[config.mk]
export PLATFORM = sky130hd
export DESIGN_NAME = control_sequencer
export DESIGN_NICKNAME = d
export VERILOG_FILES = /design/src/rtl/control_sequencer.sv
export SDC_FILE = /design/constraint.sdc
export NUM_CORES = 1
export LEC_CHECK = 0
export CELL_PAD_IN_SITES_DETAIL_PLACEMENT = 1
export CELL_PAD_IN_SITES_GLOBAL_PLACEMENT = 1
export CORE_AREA = 2 2 98 100
export DETAILED_ROUTE_END_ITERATION = 7
export DIE_AREA = 0 0 100 102
export PLACE_DENSITY_LB_ADDON = 0.1
export SKIP_LAST_GASP = 1
export SYNTH_ARGS = -nofsm -noshare
export SYNTH_HDL_FRONTEND = slang
export SYNTH_SLANG_ARGS = --single-unit
[constraint.sdc]
create_clock -name clock -period 2.1 [get_ports clock]
set_input_delay 0.315 -clock clock [delete_from_list [all_inputs] [get_ports clock]]
set_output_delay 0.315 -clock clock [all_outputs]
set_load 0.03 [all_outputs]
[src/rtl/control_sequencer.sv]
// Hardwired Moore control unit. It runs fetch (T0-T3), decodes in T4, then steps the
// ALU or MULDIV execute states. Every control output is registered from next-state.
module control_sequencer #(
    parameter int REG_COUNT = 16,
    parameter int OPC_W     = 5
) (
    input  logic                 clock,
    input  logic                 clear,
    input  logic                 run,
    input  logic [31:0]          ir,
    input  logic                 mem_ready,
    output logic [REG_COUNT-1:0] reg_in,
    output logic [REG_COUNT-1:0] reg_out,
    output logic                 hi_in,
    output logic                 lo_in,
    output logic                 z_in,
    output logic                 pc_in,
    output logic                 mdr_in,
    output logic                 y_in,
    output logic                 mar_in,
    output logic                 ir_in,
    output logic                 hi_out,
    output logic                 lo_out,
    output logic                 zhi_out,
    output logic                 zlo_out,
    output logic                 pc_out,
    output logic                 mdr_out,
    output logic                 inc_pc,
    output logic                 mdr_read,
    output logic                 mem_read,
    output logic [OPC_W-1:0]     alu_code,
    output logic                 busy,
    output logic                 halted,
    output logic                 illegal
);

    typedef enum logic [3:0] {
        S_IDLE, S_T0, S_T1, S_T2, S_T3, S_T4, S_T5, S_T6, S_T7, S_T8, S_END, S_HALT
    } state_t;

    typedef struct packed {
        logic [REG_COUNT-1:0] reg_in;
        logic [REG_COUNT-1:0] reg_out;
        logic hi_in, lo_in, z_in, pc_in, mdr_in, y_in, mar_in, ir_in;
        logic hi_out, lo_out, zhi_out, zlo_out, pc_out, mdr_out;
        logic inc_pc, mdr_read, mem_read;
        logic [OPC_W-1:0] alu_code;
        logic busy, halted, illegal;
    } ctl_t;

    localparam logic [OPC_W-1:0] OP_ALU_LO = OPC_W'(3);
    localparam logic [OPC_W-1:0] OP_ALU_HI = OPC_W'(11);
    localparam logic [OPC_W-1:0] OP_DIV    = OPC_W'(14);
    localparam logic [OPC_W-1:0] OP_MUL    = OPC_W'(15);
    localparam logic [OPC_W-1:0] OP_NOP    = OPC_W'(26);
    localparam logic [OPC_W-1:0] OP_HALT   = OPC_W'(27);
    // END dwells three cycles so every instruction retires cleanly before the next fetch.
    localparam logic [1:0]       END_LAST  = 2'd2;

    state_t           state_q, state_d;
    ctl_t             ctl_q, ctl_d;
    logic [1:0]       end_cnt_q, end_cnt_d;
    logic [OPC_W-1:0] op_q, op_s, ir_op;
    logic [3:0]       ra_q, rb_q, rc_q, ra_s, rb_s, rc_s;

    function automatic logic [REG_COUNT-1:0] onehot(input logic [3:0] f);
        return {{(REG_COUNT-1){1'b0}}, 1'b1} << (32'(f) % REG_COUNT);
    endfunction

    function automatic logic is_alu(input logic [OPC_W-1:0] op);
        return (op >= OP_ALU_LO) && (op <= OP_ALU_HI);
    endfunction

    function automatic logic is_md(input logic [OPC_W-1:0] op);
        return (op == OP_DIV) || (op == OP_MUL);
    endfunction

    assign ir_op = ir[31 -: OPC_W];

    // IR is only guaranteed in T4; later execute states use the copy captured there.
    always_comb begin
        if (state_q == S_T4) begin
            op_s = ir_op;
            ra_s = ir[26:23];
            rb_s = ir[22:19];
            rc_s = ir[18:15];
        end else begin
            op_s = op_q;
            ra_s = ra_q;
            rb_s = rb_q;
            rc_s = rc_q;
        end
    end

    always_comb begin
        state_d   = state_q;
        end_cnt_d = '0;
        case (state_q)
            S_IDLE: if (run) state_d = S_T0;
            S_T0:   state_d = S_T1;
            S_T1:   state_d = S_T2;
            S_T2:   if (mem_ready) state_d = S_T3;
            S_T3:   state_d = S_T4;
            S_T4: begin
                if (is_alu(op_s) || is_md(op_s)) state_d = S_T5;
                else if (op_s == OP_HALT)        state_d = S_HALT;
                else                             state_d = S_END;
            end
            S_T5:   state_d = S_T6;
            S_T6:   state_d = S_T7;
            S_T7:   state_d = is_md(op_s) ? S_T8 : S_END;
            S_T8:   state_d = S_END;
            S_END: begin
                if (end_cnt_q == END_LAST) state_d = run ? S_T0 : S_IDLE;
                else                       end_cnt_d = end_cnt_q + 2'd1;
            end
            S_HALT: state_d = S_HALT;
            default: state_d = S_IDLE;
        endcase
    end

    always_comb begin
        ctl_d      = '0;
        ctl_d.busy = (state_d != S_IDLE) && (state_d != S_HALT);
        case (state_d)
            S_T0: begin
                ctl_d.pc_out = 1'b1;
                ctl_d.mar_in = 1'b1;
                ctl_d.inc_pc = 1'b1;
                ctl_d.z_in   = 1'b1;
            end
            S_T1: begin
                ctl_d.zlo_out = 1'b1;
                ctl_d.pc_in   = 1'b1;
            end
            S_T2: begin
                ctl_d.mem_read = 1'b1;
                ctl_d.mdr_read = 1'b1;
                ctl_d.mdr_in   = 1'b1;
            end
            S_T3: begin
                ctl_d.mdr_out = 1'b1;
                ctl_d.ir_in   = 1'b1;
            end
            S_T5: begin
                ctl_d.reg_out = onehot(is_md(op_s) ? ra_s : rb_s);
                ctl_d.y_in    = 1'b1;
            end
            S_T6: begin
                ctl_d.reg_out  = onehot(is_md(op_s) ? rb_s : rc_s);
                ctl_d.z_in     = 1'b1;
                ctl_d.alu_code = op_s;
            end
            S_T7: begin
                ctl_d.zlo_out = 1'b1;
                if (is_md(op_s)) ctl_d.lo_in  = 1'b1;
                else             ctl_d.reg_in = onehot(ra_s);
            end
            S_T8: begin
                ctl_d.zhi_out = 1'b1;
                ctl_d.hi_in   = 1'b1;
            end
            S_HALT: ctl_d.halted = 1'b1;
            default: ;
        endcase
        // Only nop and undefined opcodes go straight from decode to END.
        ctl_d.illegal = (state_q == S_T4) && (state_d == S_END) && (op_s != OP_NOP);
    end

    always_ff @(posedge clock or negedge clear) begin
        if (!clear) begin
            state_q   <= S_IDLE;
            ctl_q     <= '0;
            end_cnt_q <= '0;
            op_q      <= '0;
            ra_q      <= '0;
            rb_q      <= '0;
            rc_q      <= '0;
        end else begin
            state_q   <= state_d;
            ctl_q     <= ctl_d;
            end_cnt_q <= end_cnt_d;
            if (state_q == S_T4) begin
                op_q <= op_s;
                ra_q <= ra_s;
                rb_q <= rb_s;
                rc_q <= rc_s;
            end
        end
    end

    assign reg_in   = ctl_q.reg_in;
    assign reg_out  = ctl_q.reg_out;
    assign hi_in    = ctl_q.hi_in;
    assign lo_in    = ctl_q.lo_in;
    assign z_in     = ctl_q.z_in;
    assign pc_in    = ctl_q.pc_in;
    assign mdr_in   = ctl_q.mdr_in;
    assign y_in     = ctl_q.y_in;
    assign mar_in   = ctl_q.mar_in;
    assign ir_in    = ctl_q.ir_in;
    assign hi_out   = ctl_q.hi_out;
    assign lo_out   = ctl_q.lo_out;
    assign zhi_out  = ctl_q.zhi_out;
    assign zlo_out  = ctl_q.zlo_out;
    assign pc_out   = ctl_q.pc_out;
    assign mdr_out  = ctl_q.mdr_out;
    assign inc_pc   = ctl_q.inc_pc;
    assign mdr_read = ctl_q.mdr_read;
    assign mem_read = ctl_q.mem_read;
    assign alu_code = ctl_q.alu_code;
    assign busy     = ctl_q.busy;
    assign halted   = ctl_q.halted;
    assign illegal  = ctl_q.illegal;

endmodule
# Yosys cells after proc, flatten, opt, wreduce, memory -nomap -nowiden
# Cells that the tools add are included.
classes:
  addsub: 1
  multipliers: 0
  n_div: 0
  order_cmp: 2
  eq_ne: 27
  n_shift: 3
  mux: 32
  n_bitwise: 0
  reduce_logical: 10
op_table:
  columns: ["cell", "count"]
  rows:
  - ["one-hot mux 4 bit (12 select lines)", 1]
  - ["left shift 1 x 4 -> 16 bit (first input constant)", 3]
  - ["2-to-1 mux 4 bit", 9]
  - ["== test 4 bit (second input constant)", 8]
  - ["2-to-1 mux 16 bit", 2]
  - ["one-hot mux 16 bit (2 select lines)", 1]
  - ["== test 4 x 3 -> 1 bit (second input constant)", 7]
  - ["== test 4 x 2 -> 1 bit (second input constant)", 4]
  - ["2-to-1 mux 1 bit", 13]
  - ["== test 5 x 4 -> 1 bit (second input constant)", 2]
  - ["2-to-1 mux 5 bit", 2]
  - ["== test 4 x 1 -> 1 bit (second input constant)", 2]
  - ["2-to-1 mux 2 bit", 4]
  - ["== test 5 bit (second input constant)", 1]
  - [">= comparator 5 x 2 -> 1 bit (second input constant)", 1]
  - ["<= comparator 5 x 4 -> 1 bit (second input constant)", 1]
  - ["!= test 5 bit (second input constant)", 1]
  - ["logical AND 1 bit", 4]
  - ["logical NOT 4 bit", 1]
  - ["!= test 4 bit (second input constant)", 1]
  - ["nonzero test 4 bit", 1]
  - ["OR reduction 2 bit", 2]
  - ["adder 2 x 1 -> 2 bit (second input constant)", 1]
  - ["== test 2 bit (second input constant)", 1]
  - ["logical OR 1 bit", 2]
word_totals:
  ff_bits: 74
  latch_bits: 0
  mem_bits_rw: 0
  romBits: 0
  input_bits: 36
  output_inout_bits: 57
  mem_count: 0

# Longest topological paths before layout
# Gate-level depths: netlist of the first run.
logic_depth:
  ltp_word: 10
  ltp_mapped: 9
  depth_no_buf: 6

# Worst setup path before layout of the first run
# Ideal clock, no wire load.
synth_timing:
  path_kind: "reg-to-reg"
  from: "reg state_q[3]"
  to: "reg ctl_q (netlist bit halted)"
  setup_time_ns: 0.146
  arrival_time_ns: 1.798
  required_time_ns: 1.954
  setup_slack_ns: 0.157
  path_stages_with_launch: 8
  path_buffers: 2
  period_less_slack_ns: 1.943
  cell_sequence: "dfrtp_1 -> buf_6 -> nand2b_1 -> buf_2 -> mux2_4 -> a2111o_1 -> and3_1 -> nor2b_1"
synth_lines:
  columns: ["item", "line_no", "rtl"]
  rows:
  - ["start: declaration", "60", "state_t state_q, state_d;"]
  - ["start signal: assignment", "180", "state_q <= state_d;"]
  - ["end signal: assignment", "181", "ctl_q <= ctl_d;"]
  - ["end: declaration", "61", "ctl_t ctl_q, ctl_d;"]

==> impl_metrics.toml, run 1 <==
[logic_synthesis]
synth_top_area_frac = 0.542
synth_edf_count = 0
netlist_instances = 314
ys_top_cells_by_area = "dfrtp_1, mux2i_1, nand2_1, nor2_1, nor3_1"
avgSynthCellArea_sq_um = 10.6
synth_area_sq_mm = 0.00333
synth_top_family_by_area = "simple AND/OR/NAND/NOR gates"
ys_seq_area_frac = 0.542
synthMuxAreaShare = 0.105
async_reset_ff_frac = 1.00
synthSimpleGateAreaFrac = 0.191
yosys.area.top_type = "dfrtp_1"
ys_types = 50
yosysMostFrequentCell = "dfrtp_1"
yosys-top-cells-count = "dfrtp_1, nand2_1, nor2_1, mux2i_1, nor3_1"
synth_fa_ha_area_frac = 0
ys.flop_type = "dfrtp_1"
synth-compound-area-share = 0.0963
ys_warn_count = 0
synth_xor_area_frac = 0.00527
ys_seq_elements = 72

[detailed_routing]
wl_um = 9010
drtIter0Drc = 67
dr.pass1.iters = 4
drc_errors = 0
drt-wirelength-per-cell_um = 16.4
antenna_left = 0
via_per_inst = 5.02
num_vias = 2761

[critical_path]
worstPathArrival_ns = 2.45
path_class = "flop to flop"
critPathMaxFanout = 12
cp-start-kind = "flop"
worst_ep_required_time_ns = 2.38
crit_path_end_kind = "flop"

[floorplanning]
num_rows = 35
die_x_um = 100
core_sq_mm = 0.00911
die_h_um = 102
dieArea_sq_mm = 0.0102
ioPinCount = 93
initial_core_util = 0.365

[clock_network]
cts_tree = "done"
clockBufferDepth = 2
cts.reportedPaths.clkPinSlew_ns = 0.09
cts-root-buf = "clkbuf_8"
htreeDepth = 3
clk_latency_ns = 0.36
cts-buffers-inserted = 9
cts.sinks = 72

[outcome]
status = "finished with violations"
violations = "setup timing"

[timing]
relSlewSlack = 0.631
setup_viol = 16
setup_ws_ns = -0.0691
slew_violations = 0
worst_pin_slew_ns = 0.553
fin_crit_sh = 1.03
setup_tns_ns = -0.416
fin_crit_ns = 2.17
rsz0062_at_grt = "yes"
fmax_ghz = 0.461
hold_viol_final = 0
fin_skew_ns = 0.0106

[placement]
io_buffer_count = 75
place_ws_ns = -0.187
dp_hpwl_um = 6450
gp_congestion = 0.777

[cells_and_area]
fin_util = 0.548
fillers = 983
drive_gt1_frac = 0.269
area_delta_synth_final_pct = 50.0
nNetsFinal = 470
diodes = 0

[power_and_ir_drop]
p_leak_nw = 2.16
ir_drop_v = 0.000581
power_per_cell_area_mw_per_mm2 = 1210

[global_routing]
antenna_found_initial = 0
grt_pass1_vias = 2854
overflow = 0
grt_first_pass_wirelength_um = 14600
grt_use_total = 0.187
grt_max_degree = 49

[run]
maxCapViolations = 0

[min_path]
hp-class = "primary input to async pin"
[power breakdown]
part	switching, mW	total, mW	internal (mW)
clock network	0.607	1.06	0.451
logic	1.69	3.07	1.38
registers	0.228	1.89	1.66
total	2.52	6.02	3.50
[stage by stage]
step	instance area (sq um)	instances	hold slack, ns	power [mW]
after global routing	4990	550	0.510	6.42
after floorplan	3330	315	0.0194	3.45
after detailed placement	4440	525	0.336	4.41
after global placement	4440	525	0.325	4.33
after CTS	4800	547	0.476	5.74
final	4990	550	0.467	6.02
[area by class of cell]
class	instances	area, sq um	area share
Tap cell	111	139	0.0278
Clock buffer	9	124	0.0248
Sequential cell	72	1800	0.361
Multi-Input combinational cell	208	1600	0.320
Inverter	13	48.8	0.00978
Clock inverter	7	61.3	0.0123
Timing Repair Buffer	130	1220	0.244
[critical path, stage by stage (launching register included)]
cell,delay [ns]
dfrtp_1,0.42
and4bb_1,0.34
buf_12,0.16
buf_4,0.15
mux2i_4,0.28
inv_1,0.10
nor3_1,0.24
o22ai_2,0.19
nor3_1,0.20
[metal layers]
| layer | global-route usage | vias to the layer above | part of all wire |
|---|---|---|---|
| met2 | 0.305 | 49 | 0.50 |
| met4 | 0.0717 | 0 | 0.016 |
| met5 | 0 | - | 0 |
| met1 | 0.247 | 1374 | 0.46 |
| met3 | 0.0404 | 12 | 0.029 |
| li1 | - | 1326 | - |
[placed cells by master, fill, tap and decap left out, types with 6 or more instances in the layout]
cell and count:
a211oi_2 7, a21oi_1 13, buf_4 47, clkbuf_8 9, clkdlybuf4s50_1 74, dfrtp_1 72, inv_1 12, mux2i_1 12
mux2i_2 7, mux2i_4 6, nand2_1 41, nor2_1 28, nor2b_1 8, nor3_1 11, nor3_2 6, o21ai_0 7
[worst paths after layout]
path	from	to	slack [ns]	cells past startpoint
max	state_q[3]	reg_out[0]	-0.07	8
min	clear	mdr_in	0.47	2
max reg2reg	state_q[3]	reg_out[0]	-0.07	8
min reg2reg	op_q[0]	op_q[0]	0.52	2
max in group asynchronous	clear	reg_out[1]	0.99	3
min in group clock	op_q[0]	op_q[0]	0.52	2
[sequential cells by signal, summed over array words and instances, names as in the netlist]
name / cells
alu_code: 5
busy: 1
end_cnt_q: 2
halted: 1
illegal: 1
inc_pc: 1
lo_in: 1
mdr_in: 1
mdr_out: 1
op_q: 5
pc_in: 1
ra_q: 4
rb_q: 4
rc_q: 4
reg_in: 16
reg_out: 16
state_q: 4
y_in: 1
z_in: 1
zhi_out: 1
zlo_out: 1
[logic make-up (layout without fill, tap and decap cells)]
family | Yosys count | count (layout)
AO/OA/AOI/OAI | 46 | 46
XOR/XNOR | 2 | 2
buffers and inverters | 35 | 159
flip-flops | 72 | 72
multiplexers | 32 | 32
other | 1 | 2
AND/OR/NAND/NOR | 126 | 126
[timing repair]
action                                  4_1_cts  5_1_grt
endpoints found under the hold margin        24        0
endpoints found under the setup margin       20       21
pin swaps                                     5        3
gates resized for setup                      23       29
hold buffers                                  1        0
buffers inserted                              5        3
Power figures use the tool's default switching activity.
==> run 2: changes to the inputs <==
--- a/config.mk
+++ b/config.mk
@@ -7,9 +7,9 @@
 export LEC_CHECK = 0
 export CELL_PAD_IN_SITES_DETAIL_PLACEMENT = 1
 export CELL_PAD_IN_SITES_GLOBAL_PLACEMENT = 1
-export CORE_AREA = 2 2 98 100
+export CORE_AREA = 2 2 96 98
 export DETAILED_ROUTE_END_ITERATION = 7
-export DIE_AREA = 0 0 100 102
+export DIE_AREA = 0 0 98 100
 export PLACE_DENSITY_LB_ADDON = 0.1
 export SKIP_LAST_GASP = 1
 export SYNTH_ARGS = -nofsm -noshare
==> constraint.sdc (replaced) <==
create_clock -name clock -period 2.6 [get_ports clock]
set_input_delay 0.39 -clock clock [delete_from_list [all_inputs] [get_ports clock]]
set_output_delay 0.39 -clock clock [all_outputs]
set_load 0.03 [all_outputs]
==> run 2 against run 1 <==
The flow now finishes without violations. Via count shrank 4.9%. Die area shrank 3.9%. Non-clock buffer count shrank 28. Worst setup slack gained 0.32 ns. Sequential cell count is the same. Power shrank 28%. Routed wire length shrank 7.1%. Sequential power shrank 21%. Clock power shrank 13%. Cell count shrank 5.1%. Register-to-register slack gained 0.32 ns. Global-route usage shrank 0.25 points. Highest routed layer unchanged.
==> impl_metrics.toml, run 2 (same netlist as run 1, synthesis figures left out) <==
[floorplanning]
die_h_um = 100
core_sq_mm = 0.00889
die_x_um = 98
initial_core_util = 0.374
ioPinCount = 93
num_rows = 35
dieArea_sq_mm = 0.00980

[timing]
setup_tns_ns = 0
setup_viol = 0
hold_viol_final = 0
fin_crit_sh = 0.904
fin_skew_ns = 0.0114
worst_pin_slew_ns = 0.506
fmax_ghz = 0.425
fin_crit_ns = 2.35
rsz0062_at_grt = "no"
relSlewSlack = 0.662
slew_violations = 0

[clock_network]
cts-root-buf = "clkbuf_8"
holdBufCountCts = 0
htreeDepth = 3
cts_tree = "done"
clockBufferDepth = 2
clk_latency_ns = 0.35
cts.sinks = 72
cts-buffers-inserted = 9
ctsResizeCount = 0
post_cts_buffers = 0
cts.reportedPaths.clkPinSlew_ns = 0.08

[outcome]
status = "complete, no violations"

[detailed_routing]
dr.pass1.iters = 4
via_per_inst = 5.03
drt-wirelength-per-cell_um = 16.0
drc_errors = 0
antenna_left = 0
num_vias = 2626
drtIter0Drc = 97
wl_um = 8370

[cells_and_area]
multi_input_area_sq_mm = 0.00133
drive_gt1_frac = 0.139
nNetsFinal = 442
fin_cells = 522
area_delta_synth_final_pct = 34.5
regArea_sq_mm = 0.00180
fillers = 986
layout_common_cells = "clkdlybuf4s50_1, dfrtp_1, nand2_1, nor2_1, buf_4"
diodes = 0
final_common_cell = "clkdlybuf4s50_1"

[placement]
gp_congestion = 0.785
dpl.cell_count = 506
dp_hpwl_um = 6300
io_buffer_count = 75

[critical_path]
worstPathCellList = "and4bb_1, buf_4, mux2i_1, inv_1, nor3_1, o22ai_1, nor3_1"
cp-start-kind = "flop"
critPathMaxStageDelay_ns = 0.50
worstPathArrival_ns = 2.60
crit_path_end_kind = "flop"
worst_ep_required_time_ns = 2.85
critPathMaxFanout = 8
critPathSlowestCell = "and4bb_1"
path_class = "flop to flop"
cp_common_cell = "nor3_1"

[global_routing]
grt_use_total = 0.185
antenna_found_initial = 0
grt_max_degree = 31
grt_pass1_vias = 2807
grt_first_pass_wirelength_um = 14300
overflow = 0

[power_and_ir_drop]
ir_drop_v = 0.000458
power_per_cell_area_mw_per_mm2 = 964
p_leak_nw = 1.99

[run]
maxCapViolations = 0

[min_path]
hp-class = "primary input to async pin"
## run 2: changes by cell type in the layout (fill, tap and decap cells not counted), moves of 3 or more
cell,before,now
a211oi_1,3,11
a211oi_2,7,0
buf_12,3,0
buf_4,47,27
buf_6,3,0
inv_6,3,0
mux2i_1,12,24
mux2i_2,7,0
mux2i_4,6,1
nor3_1,11,18
nor3_2,6,0
## run 2: metrics by stage
stage | power [mW] | utilization | setup slack, ns | area [sq um] | hold WS [ns]
detailed placement | 3.42 | 0.480 | 0.0620 | 4270 | 0.391
global placement | 3.38 | 0.480 | 0.113 | 4270 | 0.400
floorplan | 2.79 | - | 0.657 | 3330 | 0.0944
global route | 4.63 | 0.503 | 0.0254 | 4480 | 0.0320
finish | 4.32 | 0.503 | 0.249 | 4480 | 0.00242
CTS | 4.36 | 0.503 | 0.198 | 4480 | 0.00778
## run 2: area by class of cell
class,instances,share of cell area
sequential,72,0.403
multi-input combinational,208,0.297
timing repair buffer,102,0.212
clock buffer,11,0.0338
tap,111,0.0310
clock inverter,5,0.0123
inverter,13,0.0109
## run 2: critical path, delay by kind of cell (launching register included)
family | cells | cell delay, ns
buf+inv | 2 | 0.38
mux | 1 | 0.31
compound gates | 1 | 0.19
flops | 1 | 0.39
simple gates | 3 | 0.99
## run 2: worst paths after layout
kind	start	endpoint	slack (ns)	depth (start not counted)
min in group clock	end_cnt_q[0]	end_cnt_q[0]	0.51	1
max in group asynchronous	clear	reg_out[4]	1.83	2
worst min register to register	end_cnt_q[0]	end_cnt_q[0]	0.51	1
worst min-delay path	clear	end_cnt_q[1]	0.002	1
worst max-delay path	state_q[3]	reg_out[9]	0.25	7
worst max register to register	state_q[3]	reg_out[9]	0.25	7
## run 2: power breakdown
group / switching (mW) / internal (mW) / total [mW]
clock network: 0.425 / 0.492 / 0.917
registers: 0.157 / 1.34 / 1.50
logic: 1.13 / 0.773 / 1.90
## run 2: metal layers
layer / up-vias / part of all wire / track usage
met5: - / 0 / 0
met4: 0 / 0.012 / 0.0566
met3: 8 / 0.037 / 0.0432
met2: 51 / 0.48 / 0.298
met1: 1301 / 0.47 / 0.250
li1: 1266 / - / -
==> patch: new RTL, flow settings as in run 2 <==
Set the parameter `REG_COUNT` to 8 (it was 16).
--- a/src/rtl/control_sequencer.sv
+++ b/src/rtl/control_sequencer.sv
@@ -1,7 +1,7 @@
 // Hardwired Moore control unit. It runs fetch (T0-T3), decodes in T4, then steps the
 // ALU or MULDIV execute states. Every control output is registered from next-state.
 module control_sequencer #(
-    parameter int REG_COUNT = 16,
+    parameter int REG_COUNT = 8,
     parameter int OPC_W     = 5
 ) (
     input  logic                 clock,
Ports: changed (resized reg_in and reg_out); port bits go from 93 to 77. No check against the original RTL was run, so the function may have changed too.
==> patch against run 2 <==
- maximum frequency increased by 7.5%
- synthesized area fell by 25%
- power down 29%
- combinational power fell by 30%
- routed wire length down 24%
- sequential share of layout area about the same
- cell count decreased by 21%
- design area fell by 26%
- sequential cell count down 19
- worst setup slack better by 0.16 ns
- count of clock-buffer cells in the layout fell by 4
- critical path depth fell by 2
- worst hold slack better by 0.069 ns
==> patch: results (changes against run 2) <==
Drt
  – DR WL met2: 2990 um (-25%)
  – WL met1: 3000 um (-24%)
  – Wire length per cell: 15.3 um (-4.7%)
  – Routed wl met3: 278 um (-11%)
  – Via count: 1,967 (-25%)
  – Top sig layer: met4
  – Number of remaining DRC errors: 0 (unchanged)
  – Drt first-iter violations: 68 (-30%)
  – Detailed Routing Iterations Pass 1: 4 (unchanged)

Worst setup path
  – Top delay family on crit path: simple AND/OR/NAND/NOR gates
  – Critical Path End Type: flip-flop
  – CP Launch Point: state_q[1]
  – FF-to-FF End: reg_out[3]
  – Crit path DAT: 2.37 ns (-0.23 ns)
  – Max FO, Critical Path: 12 (+4)
  – Worst R2R Setup Slack: 0.41 ns (+0.16 ns)
  – Reg2Reg Depth: 5 (-2)
  – Max incr delay on CP: 0.68 ns (+0.18 ns)

Place
  – DP Area: 3180 sq um (-26%)
  – DPL Wire Length: 4640 um (-26%)
  – Routability cong.: 0.756 (-3.7%)
  – I/O Buffers: 56 (-25%)

Timing
  – Final hold slack: 0.0716 ns (+0.0692 ns)
  – Final Skew: 0.00591 ns (-0.00548 ns)
  – Worst slew pin tran: 0.602 ns (+0.0955 ns)

Logic synthesis
  – Synth unique cells: 57 (+14%)
  – Yosys warnings: 0 (unchanged)
  – Synth cell count leaders: dfrtp_1 (53), nand2_1 (42), nor2_1 (18)
  – Ranking of synthesized cells by area: dfrtp_1 (53%), nand2_1 (6.3%), buf_4 (2.7%)
  – Sequential area share after synthesis: 53.3% (-0.81 points)
  – Asr flop ratio synth: 100% (unchanged)

Clock network
  – Clock transition at the registers of the reported paths: 0.09 ns
  – Post-CTS sizing: 0 (unchanged)
  – CTS H-tree lvls: 2 (-1)
  – Clk_lat worst skew: 0.30 ns (-0.05 ns)
  – Max Root-Sink Buffers: 2 (unchanged)
  – Setup bufs post-CTS: 0 (unchanged)
  – Total CTS buffers: 5 (-4)

Global route
  – Initial antenna violation count: 0 (unchanged)
  – Grt met3 use: 2.79% (-1.5 points)
  – Global-route wire length before repair: 10,500 um (-26%)
  – GRT Resource Usage Total: 13.4% (-5.1 points)
  – Met1 usage: 18.2% (-6.8 points)
  – Grt met2 use: 22.1% (-7.7 points)
  – Largest net degree at the start of global routing: 31 (unchanged)

Pwr
  – Combinational Power Share: 43.3% (-0.7 points)
  – IR drop worst, VDD: 0.000383 V (-16%)
  – P_int: 1.90 mW (-27%)
  – Clock group power: 0.581 mW (-37%)
  – Static Leak: 1.46 nW (-27%)

Cells and area
  – Ratio of cells with drive above 1 in the final layout: 11.6% (-2.3 points)
  – Area occupied by multi-input gates: 998 sq um (-25%)
  – Number of fill cells in the layout: 1,018 (+3.2%)
  – Ant. Diodes: 0 (unchanged)
  – Nets: 338 (-24%)

Hold path
  – Worst hold path class: primary input to asynchronous set/reset pin

Run status
  – Status: complete, no violations

Job
  – Max cap viols: 0 (unchanged)
## patch: area by class of cell
| type | count | share of cell area [%] |
|---|---|---|
| multi-input cells | 162 | 30.3 |
| inverters | 9 | 1.03 |
| repair buffers | 71 | 20.7 |
| clock inverters | 1 | 0.912 |
| well taps | 111 | 4.22 |
| flip-flops and latches | 53 | 40.3 |
| clock buffers | 7 | 2.62 |
## patch: cells by family after synthesis
group,after synthesis,synth area share (%)
AOI/OAI and AO/OA,43,12.6
xor gates and xnor gates,3,1.06
buffers and inverters,29,6.64
DFF,53,53.3
muxes,7,3.02
other,1,0.151
and+or+nand+nor,107,23.2
## patch: metrics by stage
stage / total power, mW / worst slack, ns / cells
floorplan: 2.08 / 0.970 / 244
global placement: 2.49 / 0.222 / 406
detailed placement: 2.51 / 0.217 / 406
CTS: 3.11 / 0.385 / 414
global route: 3.28 / 0.224 / 414
finish: 3.07 / 0.412 / 414
